## src/rtl/merge_2to1_arb_buffered.sv

```systemverilog
// Two-input merge stage: per-port FIFOs feed an external last-served arbiter, and the
// registered grant selects which FIFO head is loaded into a valid/ready output register.

module merge_fifo #(
  parameter int DATA_WIDTH = 32,
  parameter int FIFO_DEPTH = 4
) (
  input  logic                  clk,
  input  logic                  rst_n,
  input  logic                  push_i,
  input  logic [DATA_WIDTH-1:0] data_i,
  input  logic                  pop_i,
  output logic [DATA_WIDTH-1:0] head_o,
  output logic                  full_o,
  output logic                  empty_o
);
  localparam int AW = $clog2(FIFO_DEPTH);

  logic [DATA_WIDTH-1:0] mem_q [FIFO_DEPTH];
  logic [AW:0]           wptr_q, wptr_d;
  logic [AW:0]           rptr_q, rptr_d;
  logic                  wr_en;
  logic                  rd_en;

  // Extra pointer MSB distinguishes full from empty when the index bits match.
  assign full_o  = (wptr_q[AW] != rptr_q[AW]) && (wptr_q[AW-1:0] == rptr_q[AW-1:0]);
  assign empty_o = (wptr_q == rptr_q);
  assign head_o  = mem_q[rptr_q[AW-1:0]];

  assign wr_en  = push_i && !full_o;
  assign rd_en  = pop_i && !empty_o;
  assign wptr_d = wr_en ? wptr_q + 1'b1 : wptr_q;
  assign rptr_d = rd_en ? rptr_q + 1'b1 : rptr_q;

  always_ff @(posedge clk) begin
    if (!rst_n) begin
      wptr_q <= '0;
      rptr_q <= '0;
    end else begin
      wptr_q <= wptr_d;
      rptr_q <= rptr_d;
    end
  end

  always_ff @(posedge clk) begin
    if (wr_en) mem_q[wptr_q[AW-1:0]] <= data_i;
  end
endmodule

module merge_2to1_arb_buffered #(
  parameter int DATA_WIDTH = 32,
  parameter int FIFO_DEPTH = 4
) (
  input  logic                  clk,
  input  logic                  rst_n,
  input  logic [DATA_WIDTH-1:0] i_data_a,
  input  logic                  i_valid_a,
  output logic                  o_ready_a,
  input  logic [DATA_WIDTH-1:0] i_data_b,
  input  logic                  i_valid_b,
  output logic                  o_ready_b,
  output logic [1:0]            o_arb_req_bus,
  output logic                  o_arb_valid,
  input  logic                  i_arb_valid,
  input  logic                  i_arb_grant_b,
  output logic [DATA_WIDTH-1:0] o_data,
  output logic                  o_valid,
  input  logic                  i_ready,
  output logic                  o_dbg_state
);
  // Handshakes: a transfer happens on a rising edge where valid and ready are both 1.
  // Inputs: i_valid_x / o_ready_x. Output: o_valid / i_ready; o_data holds while stalled.
  typedef enum logic {S_IDLE = 1'b0, S_GRANT = 1'b1} state_t;

  state_t                state_q, state_d;
  logic [DATA_WIDTH-1:0] head_a, head_b;
  logic                  full_a, full_b, empty_a, empty_b;
  logic                  pop_a, pop_b, load, sel_b, out_free;
  logic [DATA_WIDTH-1:0] data_q, data_d;
  logic                  valid_q, valid_d;

  merge_fifo #(.DATA_WIDTH(DATA_WIDTH), .FIFO_DEPTH(FIFO_DEPTH)) u_fifo_a (
    .clk(clk), .rst_n(rst_n), .push_i(i_valid_a), .data_i(i_data_a), .pop_i(pop_a),
    .head_o(head_a), .full_o(full_a), .empty_o(empty_a)
  );

  merge_fifo #(.DATA_WIDTH(DATA_WIDTH), .FIFO_DEPTH(FIFO_DEPTH)) u_fifo_b (
    .clk(clk), .rst_n(rst_n), .push_i(i_valid_b), .data_i(i_data_b), .pop_i(pop_b),
    .head_o(head_b), .full_o(full_b), .empty_o(empty_b)
  );

  assign o_ready_a     = !full_a;
  assign o_ready_b     = !full_b;
  assign o_arb_req_bus = {!empty_b, !empty_a};
  assign out_free      = !valid_q || i_ready;
  // Granted side, falling back to the other FIFO if the granted one is empty.
  assign sel_b         = i_arb_grant_b ? !empty_b : empty_a;

  always_comb begin
    state_d     = state_q;
    o_arb_valid = 1'b0;
    pop_a       = 1'b0;
    pop_b       = 1'b0;
    load        = 1'b0;
    unique case (state_q)
      S_IDLE: begin
        if ((|o_arb_req_bus) && out_free) begin
          o_arb_valid = 1'b1;
          state_d     = S_GRANT;
        end
      end
      S_GRANT: begin
        state_d = S_IDLE;
        // Skip the pop if downstream stalled since the request; IDLE re-requests.
        if (i_arb_valid && out_free && (!empty_a || !empty_b)) begin
          load  = 1'b1;
          pop_b = sel_b;
          pop_a = !sel_b;
        end
      end
      default: state_d = S_IDLE;
    endcase
  end

  always_comb begin
    valid_d = valid_q;
    data_d  = data_q;
    if (load) begin
      valid_d = 1'b1;
      data_d  = sel_b ? head_b : head_a;
    end else if (i_ready) begin
      valid_d = 1'b0;
    end
  end

  always_ff @(posedge clk) begin
    if (!rst_n) begin
      state_q <= S_IDLE;
      valid_q <= 1'b0;
      data_q  <= '0;
    end else begin
      state_q <= state_d;
      valid_q <= valid_d;
      data_q  <= data_d;
    end
  end

  assign o_valid     = valid_q;
  assign o_data      = data_q;
  assign o_dbg_state = state_q;
endmodule

```

## config.mk

```make
export PLATFORM = sky130hd
export DESIGN_NAME = merge_2to1_arb_buffered
export DESIGN_NICKNAME = d
export VERILOG_FILES = /design/src/rtl/merge_2to1_arb_buffered.sv
export SDC_FILE = /design/constraint.sdc
export NUM_CORES = 1
export LEC_CHECK = 0
export CAP_MARGIN = 20
export CORE_MARGIN = 1.5
export CORE_UTILIZATION = 62
export DETAILED_ROUTE_END_ITERATION = 10
export PLACE_DENSITY = 0.85
export SLEW_MARGIN = 20
export SYNTH_ARGS = -nofsm -noshare
export SYNTH_HDL_FRONTEND = slang
export SYNTH_SLANG_ARGS = --single-unit
```

## constraint.sdc

```tcl
create_clock -name clk -period 5.3 [get_ports clk]
set_input_delay 1.06 -clock clk [delete_from_list [all_inputs] [get_ports clk]]
set_output_delay 1.06 -clock clk [all_outputs]
set_load 0.02 [all_outputs]
```

==> flow_summary.ini <==
[outcome]
status = finished, final reports clean

[synthesis]
synthAdderAreaFrac = 0.0103
syn_nets = 688
synthMuxAreaShare = 0.123
synth-seq-area-share = 0.719
syn_inst = 607
yosys_warnings = 0
synth_top_family_by_area = multiplexers
synthSimpleGateAreaFrac = 0.0144
synth-compound-area-share = 0.102
synth_area_mm2 = 0.0121
synth.distinct_cells = 37
ys_ff_latch = 306
avgSynthCellArea_um2 = 19.9
synth_xor_xnor_area_share = 0.0101

[sta]
fin_setup_tns_ns = 0
hold_ws_ns = 0.500
tightest_slew_ns = 0.853
finalSetupViolCount = 0
slew_headroom = 0.432
hold_viol_final = 0
drv_slew = 0
finalCritPeriodShare = 0.802
post-route-min-period_ns = 4.25
rsz0062_at_grt = no
fin_ws_ns = 1.05
finClkSkew_ns = 0.00887
max_freq_mhz = 235

[floorplanning]
num_rows = 50
initial_core_util = 0.640
die_w_um = 143
core-area_mm2 = 0.0189
fp.dieArea_mm2 = 0.0203
ios = 110
die_h_um = 143

[setup_path]
worstPathCellList = xnor2_1 -> and3_1 -> buf_4 -> inv_2 -> nor2_1 -> nor3_1 -> clkdlybuf4s50_1
cp-startpoint = u_fifo_b.wptr_q[0]
arrival_ns = 3.19
slowest_stage = clkdlybuf4s50_1
end_kind = primary output
startpoint_type = flop
crit_required_ns = 4.24
reg2reg_from = u_fifo_b.wptr_q[2]
path_buf_inv = 3
worst-path-max-fanout = 40
slowest_delay_ns = 0.64
worstSetupPathType = flop to primary output
critPathTopFamily = buffers and inverters

[clocking]
ctsResizeCount = 0
cts_made_buffers = 30
clk_pin_slew_ns = 0.06
max-clock-path-buffers = 3
cts_setup_buffers = 0
htree_levels = 1
clkLatencyLatePin_ns = 0.55
cts.root.buffer_cell = clkbuf_16
clock_sinks = 306
cts_tree = yes
cts_hold_buf = 0

[detailed_routing]
drt_first_pass_iters = 4
ant_nets = 0
drc = 0
drt_iter0_drc = 567
routed_wl_um = 24600
via_per_inst = 6.44
num_vias = 6418
routedWlPerCell_um = 24.7

[global_route]
grt_max_degree = 73
grt_usage = 0.252
grt_pass1_vias = 6684
grt_pass1_wl_um = 38000
overflow = 0
antenna_found_initial = 0

[final_layout]
final_util = 0.765
antenna_cells = 0
nFillCells = 1041
final_layout_size_suffix_gt1_frac = 0.187
areaGrowthSynthToFinish_pct = 19.5
fin_nets = 796

[pwr]
power.leakage_uw = 0.00451
ir_worst_vdd_v = 0.000275
powerDensity_mw_per_mm2 = 381

[job]
drv_cap = 0

[min_path]
min_path_type = flop to flop
hold_path_startpoint = o_dbg_state

[placement]
dp_hpwl_um = 14700
dpl_worst_slack_ns = 1.59
gp_congestion = 0.841
port_buffers = 109
[metrics by stage]
step / power, uW / instances / cell area, um^2
2_1_floorplan: 3180 / 607 / 12100
3_3_place_gp: 3390 / 941 / 13400
3_5_place_dp: 3420 / 941 / 13400
4_1_cts: 5520 / 995 / 14400
5_1_grt: 5670 / 997 / 14400
6_report: 5500 / 997 / 14400
[area by class of cell]
| class | count | area (um^2) | area share |
|---|---|---|---|
| Sequential cell | 306 | 8690 | 0.602 |
| Multi-Input combinational cell | 239 | 3140 | 0.217 |
| Timing Repair Buffer | 128 | 1250 | 0.0864 |
| Clock buffer | 41 | 895 | 0.0619 |
| Tap cell | 260 | 325 | 0.0225 |
| Clock inverter | 13 | 114 | 0.00788 |
| Inverter | 10 | 37.5 | 0.00260 |
[synth_stat cells (all sizes together)]
| master | number | area, um^2 |
|---|---|---|
| a2111o | 64 | 721 |
| a21oi | 7 | 38.8 |
| a31oi | 2 | 12.5 |
| and2 | 6 | 37.5 |
| and3 | 2 | 12.5 |
| buf | 20 | 111 |
| clkbuf | 32 | 120 |
| clkinv | 1 | 3.75 |
| dfxtp | 50 | 1000 |
| edfxtp | 256 | 7690 |
| ha | 10 | 125 |
| inv | 9 | 33.8 |
| mux2i | 4 | 40.0 |
| mux4 | 64 | 1440 |
| nand2 | 3 | 11.3 |
| nand2b | 2 | 12.5 |
| nor2 | 8 | 30.0 |
| nor2b | 1 | 6.26 |
| nor3 | 1 | 5.00 |
| nor4 | 1 | 6.26 |
| nor4b | 1 | 15.0 |
| o2111a | 32 | 360 |
| o2111ai | 3 | 26.3 |
| o21a | 1 | 7.51 |
| o311ai | 2 | 17.5 |
| o31a | 2 | 17.5 |
| o31ai | 4 | 30.0 |
| or2 | 1 | 6.26 |
| or3 | 2 | 12.5 |
| or4 | 2 | 18.8 |
| xnor2 | 8 | 70.1 |
| xor2 | 6 | 52.6 |
[cells in the final DEF, fill, tap and decap left out, types with 7 or more instances in the layout]
cell and count:
a2111o_1 64, buf_4 17, nor2_1 8, clkbuf_16 32
ha_1 10, mux4_2 64, clkdlybuf4s50_1 109, xnor2_1 8
dfxtp_1 48, inv_1 7, o2111a_1 32, edfxtp_1 256
[cells by family (layout without fill, tap and decap cells)]
family          after synthesis  in the layout
compound gates              117            117
xor+xnor                     14             14
fa+ha+maj                    10             10
buf+inv                      62            192
flops                       306            306
mux                          68             68
simple gates                 30             30
[path summary, 6_finish.rpt]
kind | end | slack (ns) | cells after the start
max | o_arb_valid | 1.05 | 7
min | o_dbg_state | 0.50 | 1
max reg2reg | o_data[9] | 2.76 | 6
min reg2reg | o_dbg_state | 0.50 | 1
[state kept, by name (all words and copies together), names as in the netlist, named ones only]
name             count
u_fifo_a.mem_q     128
u_fifo_b.mem_q     128
o_data              32
u_fifo_a.rptr_q      3
u_fifo_a.wptr_q      3
u_fifo_b.rptr_q      3
u_fifo_b.wptr_q      3
o_dbg_state          1
o_valid              1
[metal layers]
| metal | track usage | part of all wire | vias to the layer above |
|---|---|---|---|
| met4 | 0.0846 | 0.029 | 0 |
| met1 | 0.346 | 0.40 | 3283 |
| met2 | 0.423 | 0.51 | 243 |
| met5 | 0 | 0 | - |
| li1 | - | - | 2840 |
| met3 | 0.0369 | 0.062 | 52 |
[power by group]
part	total [uW]	internal [uW]	switching [uW]
Combinational	579	238	341
Sequential	2800	2740	56.5
Clock	2120	1270	854
Note: power is estimated with default switching activity, not from simulation.
